===== src/rtl/shift_unit_if.sv =====
// Request/result handshake bundle for shift_unit: operand, shift amount and mode
// in, result with carry/zero flags out, each side with its own valid/ready pair.
interface shift_unit_if #(
  parameter int WIDTH   = 8,
  parameter int SHAMT_W = $clog2(WIDTH)
);
  logic               in_valid;
  logic               in_ready;
  logic [WIDTH-1:0]   in_data;
  logic [SHAMT_W-1:0] in_shamt;
  logic [1:0]         in_mode;
  logic               out_valid;
  logic               out_ready;
  logic [WIDTH-1:0]   out_data;
  logic               out_carry;
  logic               out_zero;

  modport master (
    output in_valid, in_data, in_shamt, in_mode, out_ready,
    input  in_ready, out_valid, out_data, out_carry, out_zero
  );

  modport slave (
    input  in_valid, in_data, in_shamt, in_mode, out_ready,
    output in_ready, out_valid, out_data, out_carry, out_zero
  );
endinterface


===== src/rtl/shift_unit.sv =====
// shift_unit: multi-cycle LSL/LSR/ASR/ROL unit, STEP bits per clock, carry/zero flags.
// Define SHIFT_UNIT_BARREL_EN to compute the whole shift at accept (one-edge latency).
module shift_unit #(
  parameter int WIDTH   = 8,
  parameter int STEP    = 1,
  parameter int SHAMT_W = $clog2(WIDTH)
) (
  input logic         clk,
  input logic         rst_n,
  shift_unit_if.slave bus
);

  typedef enum logic [1:0] {
    IDLE  = 2'b00,
    SHIFT = 2'b01,
    DONE  = 2'b10
  } state_t;

  state_t             state_r, state_next_s;
  logic [WIDTH-1:0]   data_r, data_next_s;
  logic [1:0]         mode_r, mode_next_s;
  logic [SHAMT_W-1:0] rem_r, rem_next_s;
  logic               carry_r, carry_next_s;
  logic               zero_r;
  logic               in_ready_r;
  logic               out_valid_r;
  logic               accept_s;
  logic [WIDTH-1:0]   calc_data_s;
  logic               calc_carry_s;
  logic [SHAMT_W-1:0] calc_rem_s;

  // One-bit move; returns {bit that left or wrapped, shifted data}.
  function automatic logic [WIDTH:0] shift1(input logic [WIDTH-1:0] d, input logic [1:0] m);
    logic [WIDTH:0] r;
    case (m)
      2'b00:   r = {d[WIDTH-1], d[WIDTH-2:0], 1'b0};
      2'b01:   r = {d[0], 1'b0, d[WIDTH-1:1]};
      2'b10:   r = {d[0], d[WIDTH-1], d[WIDTH-1:1]};
      2'b11:   r = {d[WIDTH-1], d[WIDTH-2:0], d[WIDTH-1]};
      default: r = {1'b0, d};
    endcase
    return r;
  endfunction

  // in_ready_r is only ever high in IDLE, so it doubles as the accept qualifier.
  assign accept_s = in_ready_r & bus.in_valid;

`ifdef SHIFT_UNIT_BARREL_EN
  // Whole shift of the incoming operand, bit by bit until the amount is used up.
  always_comb begin
    calc_data_s  = bus.in_data;
    calc_carry_s = 1'b0;
    calc_rem_s   = bus.in_shamt;
    for (int i = 0; i < WIDTH - 1; i++) begin
      if (calc_rem_s != {SHAMT_W{1'b0}}) begin
        {calc_carry_s, calc_data_s} = shift1(calc_data_s, bus.in_mode);
        calc_rem_s = calc_rem_s - SHAMT_W'(1);
      end else begin
        calc_rem_s = calc_rem_s;
      end
    end
  end
`else
  // Up to STEP single-bit moves of the working register; stops early at remaining=0.
  always_comb begin
    calc_data_s  = data_r;
    calc_carry_s = carry_r;
    calc_rem_s   = rem_r;
    for (int i = 0; i < STEP; i++) begin
      if (calc_rem_s != {SHAMT_W{1'b0}}) begin
        {calc_carry_s, calc_data_s} = shift1(calc_data_s, mode_r);
        calc_rem_s = calc_rem_s - SHAMT_W'(1);
      end else begin
        calc_rem_s = calc_rem_s;
      end
    end
  end
`endif

  // Next-state and datapath update.
  always_comb begin
    state_next_s = state_r;
    data_next_s  = data_r;
    mode_next_s  = mode_r;
    rem_next_s   = rem_r;
    carry_next_s = carry_r;
    case (state_r)
      IDLE: begin
        if (accept_s) begin
          mode_next_s = bus.in_mode;
`ifdef SHIFT_UNIT_BARREL_EN
          data_next_s  = calc_data_s;
          carry_next_s = calc_carry_s;
          rem_next_s   = {SHAMT_W{1'b0}};
          state_next_s = DONE;
`else
          data_next_s  = bus.in_data;
          carry_next_s = 1'b0;
          rem_next_s   = bus.in_shamt;
          state_next_s = (bus.in_shamt != {SHAMT_W{1'b0}}) ? SHIFT : DONE;
`endif
        end else begin
          state_next_s = IDLE;
        end
      end
      SHIFT: begin
        data_next_s  = calc_data_s;
        carry_next_s = calc_carry_s;
        rem_next_s   = calc_rem_s;
        state_next_s = (calc_rem_s == {SHAMT_W{1'b0}}) ? DONE : SHIFT;
      end
      DONE: begin
        if (bus.out_ready) begin
          state_next_s = IDLE;
        end else begin
          state_next_s = DONE;
        end
      end
      default: state_next_s = IDLE;
    endcase
  end

  // State and output registers; handshake flags are decoded from the next state.
  always_ff @(posedge clk or negedge rst_n) begin
    if (!rst_n) begin
      state_r     <= IDLE;
      data_r      <= {WIDTH{1'b0}};
      mode_r      <= 2'b00;
      rem_r       <= {SHAMT_W{1'b0}};
      carry_r     <= 1'b0;
      zero_r      <= 1'b0;
      in_ready_r  <= 1'b0;
      out_valid_r <= 1'b0;
    end else begin
      state_r     <= state_next_s;
      data_r      <= data_next_s;
      mode_r      <= mode_next_s;
      rem_r       <= rem_next_s;
      carry_r     <= carry_next_s;
      zero_r      <= (data_next_s == {WIDTH{1'b0}});
      in_ready_r  <= (state_next_s == IDLE);
      out_valid_r <= (state_next_s == DONE);
    end
  end

  assign bus.in_ready  = in_ready_r;
  assign bus.out_valid = out_valid_r;
  assign bus.out_data  = data_r;
  assign bus.out_carry = carry_r;
  assign bus.out_zero  = zero_r;

endmodule


===== src/flat_wrapper.sv =====
// flat-port wrapper written by rule: the top's interface ports become plain ports
module shift_unit_flat 
#(
  parameter int WIDTH   = 8,
  parameter int STEP    = 1,
  parameter int SHAMT_W = $clog2(WIDTH)
)
  (clk, rst_n, bus_in_valid, bus_in_data, bus_in_shamt, bus_in_mode, bus_out_ready, bus_in_ready, bus_out_valid, bus_out_data, bus_out_carry, bus_out_zero);
  shift_unit_if #(.WIDTH(WIDTH), .SHAMT_W(SHAMT_W)) bus_i ();
  input logic clk;
  input logic rst_n;
  input wire logic [$bits(bus_i.in_valid)-1:0] bus_in_valid;
  input wire logic [$bits(bus_i.in_data)-1:0] bus_in_data;
  input wire logic [$bits(bus_i.in_shamt)-1:0] bus_in_shamt;
  input wire logic [$bits(bus_i.in_mode)-1:0] bus_in_mode;
  input wire logic [$bits(bus_i.out_ready)-1:0] bus_out_ready;
  output wire logic [$bits(bus_i.in_ready)-1:0] bus_in_ready;
  output wire logic [$bits(bus_i.out_valid)-1:0] bus_out_valid;
  output wire logic [$bits(bus_i.out_data)-1:0] bus_out_data;
  output wire logic [$bits(bus_i.out_carry)-1:0] bus_out_carry;
  output wire logic [$bits(bus_i.out_zero)-1:0] bus_out_zero;
  assign bus_i.in_valid = bus_in_valid;
  assign bus_i.in_data = bus_in_data;
  assign bus_i.in_shamt = bus_in_shamt;
  assign bus_i.in_mode = bus_in_mode;
  assign bus_i.out_ready = bus_out_ready;
  assign bus_in_ready = bus_i.in_ready;
  assign bus_out_valid = bus_i.out_valid;
  assign bus_out_data = bus_i.out_data;
  assign bus_out_carry = bus_i.out_carry;
  assign bus_out_zero = bus_i.out_zero;
  shift_unit #(.WIDTH(WIDTH), .STEP(STEP), .SHAMT_W(SHAMT_W)) u_core (.clk(clk), .rst_n(rst_n), .bus(bus_i));
endmodule

===== config.mk =====
export PLATFORM = sky130hd
export DESIGN_NAME = shift_unit_flat
export DESIGN_NICKNAME = d
export VERILOG_FILES = /design/src/rtl/shift_unit_if.sv /design/src/rtl/shift_unit.sv /design/src/flat_wrapper.sv
export SDC_FILE = /design/constraint.sdc
export NUM_CORES = 1
export LEC_CHECK = 0
export ABC_AREA = 1
export CORE_ASPECT_RATIO = 1.75
export CORE_UTILIZATION = 50
export DETAILED_ROUTE_END_ITERATION = 10
export DONT_BUFFER_PORTS = 1
export SKIP_CTS_REPAIR_TIMING = 1
export SYNTH_ARGS = -nofsm -noshare
export SYNTH_HDL_FRONTEND = slang
export SYNTH_SLANG_ARGS = --single-unit

===== constraint.sdc =====
create_clock -name clk -period 1.9 [get_ports clk]
set_clock_uncertainty 0.2 [all_clocks]
set_input_delay 0.285 -clock clk [delete_from_list [all_inputs] [get_ports clk]]
set_output_delay 0.285 -clock clk [all_outputs]
set_load 0.01 [all_outputs]

==> results of run 1 <==
area by class of cell:
| cell class | instances | area share (%) |
|---|---|---|
| Clock buffer | 4 | 1.99 |
| Inverter | 18 | 5.69 |
| Multi-Input combinational cell | 106 | 44.3 |
| Sequential cell | 19 | 36.1 |
| Tap cell | 24 | 2.28 |
| Timing Repair Buffer | 13 | 9.68 |
stage by stage:
stage / total power [mW] / instances / cell area [um2] / utilization, % / worst slack [ps]
floorplan: 1.86 / 144 / 1140 / - / 306
global placement: 2.12 / 167 / 1160 / 54.8 / 112
detailed placement: 2.15 / 167 / 1160 / 54.8 / 114
CTS: 2.36 / 171 / 1190 / 56.1 / 92.3
global route: 2.66 / 184 / 1320 / 62.2 / -46.5
finish: 2.42 / 184 / 1320 / 62.2 / 77.9
cells by family (layout without fill, tap and decap cells):
logic type      count (synthesis)  after routing  share of synthesized area [%]
simple gates                   86             86                           38.8
flops                          19             19                           41.6
buf+inv                        19             35                           7.55
compound gates                 16             16                           8.32
fa+ha+maj                       2              2                           2.19
xor+xnor                        2              2                           1.53
Yosys cell counts:
cell type and count:
o21bai_1 1, nand3_2 6, o22ai_1 1, a21oi_1 2, nand3b_1 1, xor2_1 2
nand2_1 27, nor2_1 14, ha_1 2, clkinv_4 1, nand3_1 23, nor2_4 1
inv_4 1, nand2_4 2, nand2_2 9, o221ai_1 1, nor3_1 1, buf_6 1
a31oi_1 1, nor2_2 2, dfrtp_1 19, o21ai_2 1, inv_1 14, o21ai_0 8
inv_2 2, o211ai_1 1
worst register-to-register path, cell delays in order (launching register included):
cell and delay [ps]:
dfrtp_1 370, inv_1 130, ha_1 190, nand2_2 130, xor2_1 210, nand2_1 110, nor2_2 120, nand2_1 70
o21ai_0 130, nor2_1 70
power by group through the flow:
stage / combinational (mW) / clock (mW) / sequential (mW)
global route: 1.57 / 0.227 / 0.860
global placement: 1.29 / 0 / 0.837
finish: 1.38 / 0.212 / 0.834
floorplan: 1.07 / 0 / 0.790
CTS: 1.31 / 0.214 / 0.836
detailed placement: 1.30 / 0 / 0.845
routing by layer:
| metal | track usage, % | share of wire, % |
|---|---|---|
| met3 | 3.04 | 3.6 |
| met2 | 43.4 | 57 |
| met5 | 0 | 0 |
| met1 | 25.8 | 37 |
| met4 | 12.1 | 1.9 |
worst max path at each step:
stage	cells after the start	endpoint	slack (ps)	from
2_1_floorplan	11	u_core.bus.out_zero$_DFF_PN0_	310	u_core.rem_r[0]$_DFFE_PN0P_
3_3_place_gp	10	u_core.bus.out_zero$_DFF_PN0_	110	u_core.rem_r[0]$_DFFE_PN0P_
3_5_place_dp	10	u_core.bus.out_zero$_DFF_PN0_	110	u_core.rem_r[0]$_DFFE_PN0P_
4_1_cts	10	u_core.bus.out_zero$_DFF_PN0_	90	u_core.rem_r[0]$_DFFE_PN0P_
5_1_grt	9	u_core.bus.in_ready$_DFF_PN0_	-50	u_core.rem_r[0]$_DFFE_PN0P_
6_report	9	u_core.bus.in_ready$_DFF_PN0_	80	u_core.rem_r[0]$_DFFE_PN0P_
sequential cells by signal, summed over array words and instances, names as in the netlist:
name and cells:
u_core.bus.out_data 8, u_core.rem_r 3, u_core.bus.out_zero 1, u_core.bus.in_ready 1, u_core.bus.out_carry 1, u_core.bus.out_valid 1
u_core.mode_r 2, u_core.state_r 2
==> impl_metrics.env, run 1 <==
export IMPL_first_pass_iters=4
export IMPL_antenna_found_initial=0
export IMPL_pwr_share_comb_pct=56.8
export IMPL_max_stage_delay_ps=370
export IMPL_worst_path_buf_inv=1
export IMPL_fp_dieW_um=38.2
export IMPL_io_buffer_count=0
export IMPL_hold_depth=2
export IMPL_setup_violations=0
export IMPL_syn_cell_area_um2=1140
export IMPL_dpl_hpwl_mm=1.96
export IMPL_multi_input_area_um2=584
export IMPL_start_util_pct=54.0
export IMPL_ff2ff_setup_slack_ps=80
export IMPL_viasPerCell=5.55
export IMPL_fin_hold_ws_ps=46.7
export IMPL_layout_common_cells="nand2_1, nand3_1, dfrtp_1"
export IMPL_max_slew_margin_rel_pct=41.4
export IMPL_layout_worst_path_cycle_share_pct=95.9
export IMPL_cp_arrival_ps=1820
export IMPL_max_freq_mhz=549
export IMPL_grt_pass1_vias=1004
export IMPL_drive_gt1_share_pct=18.8
export IMPL_root_buffer="clkbuf_4"
export IMPL_grt_setup_unrepaired="yes"
export IMPL_gr_usage_all_layers_pct=24.2
export IMPL_num_antenna_cells=0
export IMPL_num_vias=1021
export IMPL_slowest_stage="dfrtp_1"
export IMPL_power_frac_seq_pct=34.4
export IMPL_regArea_um2=475
export IMPL_synth_seq_cells=19
export IMPL_yosys_top_cells_area="dfrtp_1, nand3_1, nand2_1, nand3_2, nand2_2"
export IMPL_grt_max_degree=20
export IMPL_r2r_end="u_core.bus.in_ready$_DFF_PN0_"
export IMPL_final_common_cell="nand2_1"
export IMPL_drtIter0Drc=27
export IMPL_ys_types=26
export IMPL_slew_violations=0
export IMPL_syn_inst=144
export IMPL_area_delta_synth_final_pct=15.3
export IMPL_boundaryPins=29
export IMPL_start_kind="flop"
export IMPL_worstPathMaxFanout=7
export IMPL_r2r_start="u_core.rem_r[0]$_DFFE_PN0P_"
export IMPL_clk_latency_ps=300
export IMPL_vdd_ir_drop_max_v=0.000870
export IMPL_timing_final_crit_period_ps=1820
export IMPL_cts_made_buffers=3
export IMPL_tritoncts="done"
export IMPL_clkSlewWorstSetupHoldPaths_ps=110
export IMPL_critPathRequiredTime_ps=1900
export IMPL_cts_buffer_depth=2
export IMPL_synth_top_area_share_pct=41.6
export IMPL_die_area_um2=2490
export IMPL_cp_top_family="simple AND/OR/NAND/NOR gates"
export IMPL_grt_first_pass_wirelength_mm=4.22
export IMPL_grt_ovfl_total=0
export IMPL_path_class="flop to flop"
export IMPL_p_switching_mw=1.26
export IMPL_final_hold_violation_count=0
export IMPL_rows=22
export IMPL_crit_chain="inv_1 -> ha_1 -> nand2_2 -> xor2_1 -> nand2_1 -> nor2_2 -> nand2_1 -> o21ai_0 -> nor2_1"
export IMPL_endpoint_kind="flop"
export IMPL_intPower_mw=1.16
export IMPL_drc=0
export IMPL_switching_share_pct=51.9
export IMPL_nFillCells=210
export IMPL_wire_per_inst_um=14.8
export IMPL_setup_tns_ps=0
export IMPL_cts_sinks=19
export IMPL_worst_pin_slew_ps=876
export IMPL_yosys_area_top_type="dfrtp_1"
export IMPL_power_density_nw_per_um2=1840
export IMPL_h_tree_depth=1
export IMPL_postSynthAreaPerCell_um2=7.94
export IMPL_ant_nets=0
export IMPL_drv_cap=0
export IMPL_ys_warn_count=0
export IMPL_leakagePower_nw=0.655
export IMPL_cp_common_cell="nand2_1"
export IMPL_routed_wl_mm=2.72
export IMPL_hp_start="bus_in_shamt[1]"
export IMPL_syn_nets=163
export IMPL_reg2reg_depth=9
export IMPL_fp_dieH_um=65.3
export IMPL_hold_path_end="u_core.rem_r[1]$_DFFE_PN0P_"
export IMPL_power_frac_clock_pct=8.7
export IMPL_nNetsFinal=180
export IMPL_ys_seq_area_share_pct=41.6
export IMPL_core_area_um2=2120
export IMPL_status="finished clean"
export IMPL_hp_class="primary input to flop"
export IMPL_finalWeightedCongestion=0.787
(Power assumes the default switching activity.)
==> run 2: changes to the inputs <==
- TNS_END_PERCENT: not set -> 50
- clock period: 1.9 -> 1.83 ns (I/O delays scaled with it)
==> run 2 against run 1 <==
  * Via count fell by 1.6%
  * Die area did not move
  * Hold slack got worse by 16 ps
  * Largest cell class unchanged
  * Flip-flop and latch count did not move
  * Sequential power rose by 3.8%
  * Largest power group unchanged
  * Global-route usage did not move
  * Total power rose by 6.6%
==> impl_metrics.env, run 2 (same netlist as run 1, synthesis figures left out) <==
export IMPL_path_class="flop to flop"
export IMPL_grt_first_pass_wirelength_mm=4.22
export IMPL_dp_slack_ps=44.2
export IMPL_vdd_ir_drop_max_v=0.000923
export IMPL_cp_common_cell="nand2_1"
export IMPL_root_buffer="clkbuf_4"
export IMPL_area_delta_synth_final_pct=17.5
export IMPL_finalWeightedCongestion=0.787
export IMPL_status="finished clean"
export IMPL_drc=0
export IMPL_boundaryPins=29
export IMPL_drive_gt1_share_pct=20.6
export IMPL_layout_common_cells="nand2_1, nand3_1, dfrtp_1"
export IMPL_tritoncts="done"
export IMPL_r2r_start="u_core.rem_r[1]$_DFFE_PN0P_"
export IMPL_nNetsFinal=180
export IMPL_max_stage_delay_ps=390
export IMPL_gr_usage_all_layers_pct=24.2
export IMPL_hp_class="primary input to flop"
export IMPL_worst_pin_slew_ps=874
export IMPL_slowest_stage="dfrtp_1"
export IMPL_num_antenna_cells=0
export IMPL_max_freq_mhz=580
export IMPL_grt_setup_unrepaired="no"
export IMPL_start_util_pct=54.0
export IMPL_final_hold_violation_count=0
export IMPL_ant_nets=0
export IMPL_critPathRequiredTime_ps=1830
export IMPL_final_common_cell="nand2_1"
export IMPL_intPower_mw=1.24
export IMPL_endpoint_kind="flop"
export IMPL_cts_made_buffers=3
export IMPL_dpl_hpwl_mm=1.96
export IMPL_cts_buffer_depth=2
export IMPL_cp_arrival_ps=1730
export IMPL_switching_share_pct=52.0
export IMPL_num_vias=1005
export IMPL_grt_busiest_layer="met2"
export IMPL_wire_per_inst_um=15.0
export IMPL_cp_startpoint="u_core.rem_r[1]$_DFFE_PN0P_"
export IMPL_nFillCells=210
export IMPL_pwr_share_comb_pct=57.9
export IMPL_crit_chain="inv_1 -> ha_4 -> nand2_4 -> xor2_2 -> nand2_1 -> nor2_2 -> nand2_1 -> o21ai_1 -> nor2_1"
export IMPL_power_frac_clock_pct=8.6
export IMPL_use_met2_pct=43.4
export IMPL_clkSlewWorstSetupHoldPaths_ps=110
export IMPL_core_area_um2=2120
export IMPL_io_buffer_count=0
export IMPL_antenna_found_initial=0
export IMPL_use_met1_pct=25.8
export IMPL_cts_sinks=19
export IMPL_stdcell_count=184
export IMPL_worstPathMaxFanout=7
export IMPL_clk_latency_ps=310
export IMPL_fin_ws_ps=106
export IMPL_drv_cap=0
export IMPL_layout_worst_path_cycle_share_pct=94.2
export IMPL_fp_dieH_um=65.3
export IMPL_timing_final_crit_period_ps=1720
export IMPL_slew_violations=0
export IMPL_viasPerCell=5.46
export IMPL_setup_tns_ps=0
export IMPL_largest_reg_flops=8
export IMPL_power_frac_seq_pct=33.6
export IMPL_max_slew_margin_rel_pct=41.5
export IMPL_drtIter0Drc=31
export IMPL_p_switching_mw=1.34
export IMPL_fp_dieW_um=38.2
export IMPL_h_tree_depth=1
export IMPL_start_kind="flop"
export IMPL_dp_cells=167
export IMPL_rows=22
export IMPL_first_pass_iters=4
export IMPL_power_density_nw_per_um2=1920
export IMPL_fin_hold_ws_ps=30.9
export IMPL_grt_ovfl_total=0
export IMPL_routed_wl_mm=2.75
export IMPL_hp_start="bus_in_data[7]"
export IMPL_die_area_um2=2490
export IMPL_grt_max_degree=20
export IMPL_leakagePower_nw=0.662
export IMPL_use_met3_pct=3.04
export IMPL_grt_pass1_vias=1004
export IMPL_setup_violations=0
## run 2: cell count changes in the layout (fill, tap and decap cells not counted)
| cell | change |
|---|---|
| o21ai_1 | +1 |
| ha_4 | +1 |
| inv_2 | +1 |
| xor2_2 | +1 |
| ha_1 | -1 |
| xor2_1 | -1 |
| nand2_4 | +1 |
| o21ai_0 | -1 |
| nand2_2 | -1 |
| inv_1 | -1 |
## run 2: power by group through the flow
| stage | clock, mW | sequential, mW | combinational [mW] |
|---|---|---|---|
| 6_report | 0.221 | 0.866 | 1.49 |
| 5_1_grt | 0.236 | 0.894 | 1.70 |
| 4_1_cts | 0.222 | 0.868 | 1.36 |
| 3_5_place_dp | 0 | 0.877 | 1.35 |
| 3_3_place_gp | 0 | 0.869 | 1.34 |
| 2_1_floorplan | 0 | 0.821 | 1.11 |
## run 2: metrics by stage
stage / utilization [%] / power [mW] / cell area (um2)
after floorplan: - / 1.93 / 1140
after global placement: 54.8 / 2.20 / 1160
after detailed placement: 54.8 / 2.23 / 1160
after CTS: 56.1 / 2.45 / 1190
after global routing: 63.4 / 2.83 / 1340
final: 63.4 / 2.58 / 1340
## run 2: layout make-up
class                   count  area [um2]  share of cell area, %
clock buffers               4        26.3                   1.96
multi-input cells         106         609                   45.3
inverters                  18        75.1                   5.59
well taps                  24        30.0                   2.23
flip-flops and latches     19         475                   35.4
repair buffers             13         128                   9.50
## run 2: path summary, 6_finish.rpt
kind / endpoint / slack [ps] / depth (start not counted)
max in group asynchronous: u_core.rem_r[1]$_DFFE_PN0P_ / 580 / 1
worst min-delay path: u_core.bus.out_data[7]$_DFF_PN0_ / 30 / 4
worst max register to register: u_core.bus.in_ready$_DFF_PN0_ / 110 / 9
worst min register to register: u_core.bus.out_carry$_DFFE_PN0P_ / 390 / 2
worst max-delay path: u_core.bus.in_ready$_DFF_PN0_ / 110 / 9
min in group asynchronous: u_core.state_r[1]$_DFF_PN0_ / 320 / 1
## run 2: layer usage
metal  vias to the layer above  share of wire (%)  routed length (um)
met2                        23                 57                1580
met4                         0                1.9                  52
li1                        501                  -                   -
met5                         -                  0                   0
met3                         5                3.7                 101
met1                       476                 37                1020
## run 2: worst max-delay path, delay by kind of cell, from the launching register on
| family | cells | cell delay, ps |
|---|---|---|
| simple gates | 5 | 450 |
| xor+xnor | 1 | 190 |
| flops | 1 | 390 |
| fa+ha+maj | 1 | 160 |
| compound gates | 1 | 120 |
| buf+inv | 1 | 130 |
==> run 3: changes to the inputs <==
- CORE_ASPECT_RATIO: 1.75 -> not set
- CORE_UTILIZATION: 50 -> 61
- PLACE_DENSITY: not set -> 0.77
==> run 3 against run 2 <==
  * Flip-flop and latch count unchanged
  * Critical path depth up 2
  * Clock-buffer cell count unchanged
  * Final cell count up 1.6%
  * Global-route usage up 2.8 points
  * Cell area up 0.56%
  * First-iteration DRC count unchanged
  * Utilization up 14 points
  * Maximum frequency down 2.7%
  * Largest power group unchanged
  * Sequential share of layout area down 0.20 points
  * Combinational power about the same
  * Register-to-register slack worse by 50 ps
  * Critical endpoint is now u_core.bus.out_zero$_DFF_PN0_
==> impl_metrics.env, run 3 (same netlist as run 1, synthesis figures left out) <==
export IMPL_grt_pass1_vias=876
export IMPL_leakagePower_nw=0.671
export IMPL_regArea_um2=475
export IMPL_wire_per_inst_um=13.7
export IMPL_cp_top_family="simple AND/OR/NAND/NOR gates"
export IMPL_h_tree_depth=1
export IMPL_area_delta_synth_final_pct=18.2
export IMPL_worst_path_buf_inv=2
export IMPL_die_area_um2=2050
export IMPL_max_freq_mhz=564
export IMPL_setup_violations=0
export IMPL_nFillCells=134
export IMPL_num_vias=1044
export IMPL_nNetsFinal=182
export IMPL_largest_reg_flops=8
export IMPL_setup_tns_ps=0
export IMPL_layout_common_cells="nand2_1, nand3_1, dfrtp_1"
export IMPL_slew_violations=0
export IMPL_boundaryPins=29
export IMPL_dp_cells=168
export IMPL_layout_worst_path_cycle_share_pct=96.8
export IMPL_clk_latency_ps=310
export IMPL_drc=0
export IMPL_cts_buffer_depth=2
export IMPL_root_buffer="clkbuf_4"
export IMPL_status="finished clean"
export IMPL_final_hold_violation_count=0
export IMPL_timing_final_crit_period_ps=1770
export IMPL_ant_nets=0
export IMPL_viasPerCell=5.58
export IMPL_stdcell_count=187
export IMPL_clkSlewWorstSetupHoldPaths_ps=120
export IMPL_routed_wl_mm=2.57
export IMPL_tritoncts="done"
export IMPL_endpoint_kind="flop"
export IMPL_dpl_hpwl_mm=1.74
export IMPL_slowest_stage="dfrtp_1"
export IMPL_grt_first_pass_wirelength_mm=3.85
export IMPL_worstPathMaxFanout=9
export IMPL_rows=15
export IMPL_drive_gt1_share_pct=21.6
export IMPL_hp_class="primary input to flop"
export IMPL_max_slew_margin_rel_pct=42.7
export IMPL_vdd_ir_drop_max_v=0.00119
export IMPL_io_buffer_count=0
export IMPL_num_antenna_cells=0
export IMPL_antenna_found_initial=0
export IMPL_cts_made_buffers=3
export IMPL_start_util_pct=65.5
export IMPL_gr_usage_all_layers_pct=27.0
export IMPL_fp_dieH_um=45.3
export IMPL_drv_cap=0
export IMPL_critPathRequiredTime_ps=1850
export IMPL_core_area_um2=1750
export IMPL_worst_pin_slew_ps=857
export IMPL_drtIter0Drc=31
export IMPL_path_class="flop to flop"
export IMPL_grt_ovfl_total=0
export IMPL_multi_input_area_um2=601
export IMPL_cp_common_cell="nor2_1"
export IMPL_cts_sinks=19
export IMPL_cp_arrival_ps=1790
export IMPL_grt_max_degree=20
export IMPL_final_common_cell="nand2_1"
export IMPL_power_density_nw_per_um2=1920
export IMPL_fp_dieW_um=45.3
export IMPL_start_kind="flop"
export IMPL_finalWeightedCongestion=0.864
export IMPL_first_pass_iters=4
export IMPL_crit_chain="inv_1 -> ha_2 -> nand2_4 -> nand2_4 -> clkinv_4 -> nor2_1 -> nand2_2 -> nand3_2 -> nor2_1 -> nand2_1 -> nor2_1"
export IMPL_max_stage_delay_ps=410
==> run 3: cell count changes in the layout (fill, tap and decap cells not counted), sizes merged <==
cell  previous run  this run
buf              1         3
==> run 3: path summary, 6_finish.rpt <==
path / startpoint / to / slack, ps / cells after the start
hold / removal: bus_in_data[7] / u_core.bus.out_data[7]$_DFF_PN0_ / 20 / 4
max in group asynchronous: rst_n / u_core.bus.out_valid$_DFF_PN0_ / 600 / 1
setup reg to reg: u_core.rem_r[1]$_DFFE_PN0P_ / u_core.bus.out_zero$_DFF_PN0_ / 60 / 11
min in group asynchronous: rst_n / u_core.bus.out_data[0]$_DFF_PN0_ / 300 / 1
hold reg to reg: u_core.bus.out_carry$_DFFE_PN0P_ / u_core.bus.out_carry$_DFFE_PN0P_ / 390 / 2
setup / recovery: u_core.rem_r[1]$_DFFE_PN0P_ / u_core.bus.out_zero$_DFF_PN0_ / 60 / 11
==> run 3: through the flow <==
stage          util (%)  hold WS [ps]  cell area, um2  power (mW)  worst slack (ps)
2_1_floorplan         -          -221            1140        1.93               236
3_3_place_gp       66.7          -221            1160        2.15              94.9
3_5_place_dp       66.7          -221            1160        2.20              46.4
4_1_cts            68.2          -554            1190        2.43              30.5
5_1_grt            77.4          51.7            1350        2.82             -29.1
6_report           77.4          21.1            1350        2.59              58.0
==> run 3: report_power, final <==
group          switching [mW]  total (mW)  internal (mW)  leakage, nW
sequential              0.247       0.866          0.618        0.237
combinational           0.930        1.50          0.565        0.419
clock                   0.142       0.228         0.0853       0.0150
==> run 3: worst min-delay path: cells and delay by family <==
kind / cells / cell delay (ps)
simple gates: 3 / 200
buf+inv: 1 / 20
==> run 3: final cells by class <==
cell class | count | share of cell area [%]
Inverter | 18 | 5.56
Clock buffer | 4 | 1.94
Multi-Input combinational cell | 106 | 44.4
Sequential cell | 19 | 35.2
Tap cell | 25 | 2.31
Timing Repair Buffer | 15 | 10.6
==> run 3: layer usage <==
layer  wire, um  vias up  share of wire (%)  GRT usage [%]
met3        200        6                7.8           6.40
met1       1110      478                 43           38.5
met5          0        -                  0              0
met2       1220       52                 48           37.1
li1           -      508                  -              -
met4         35        0                1.4           15.2
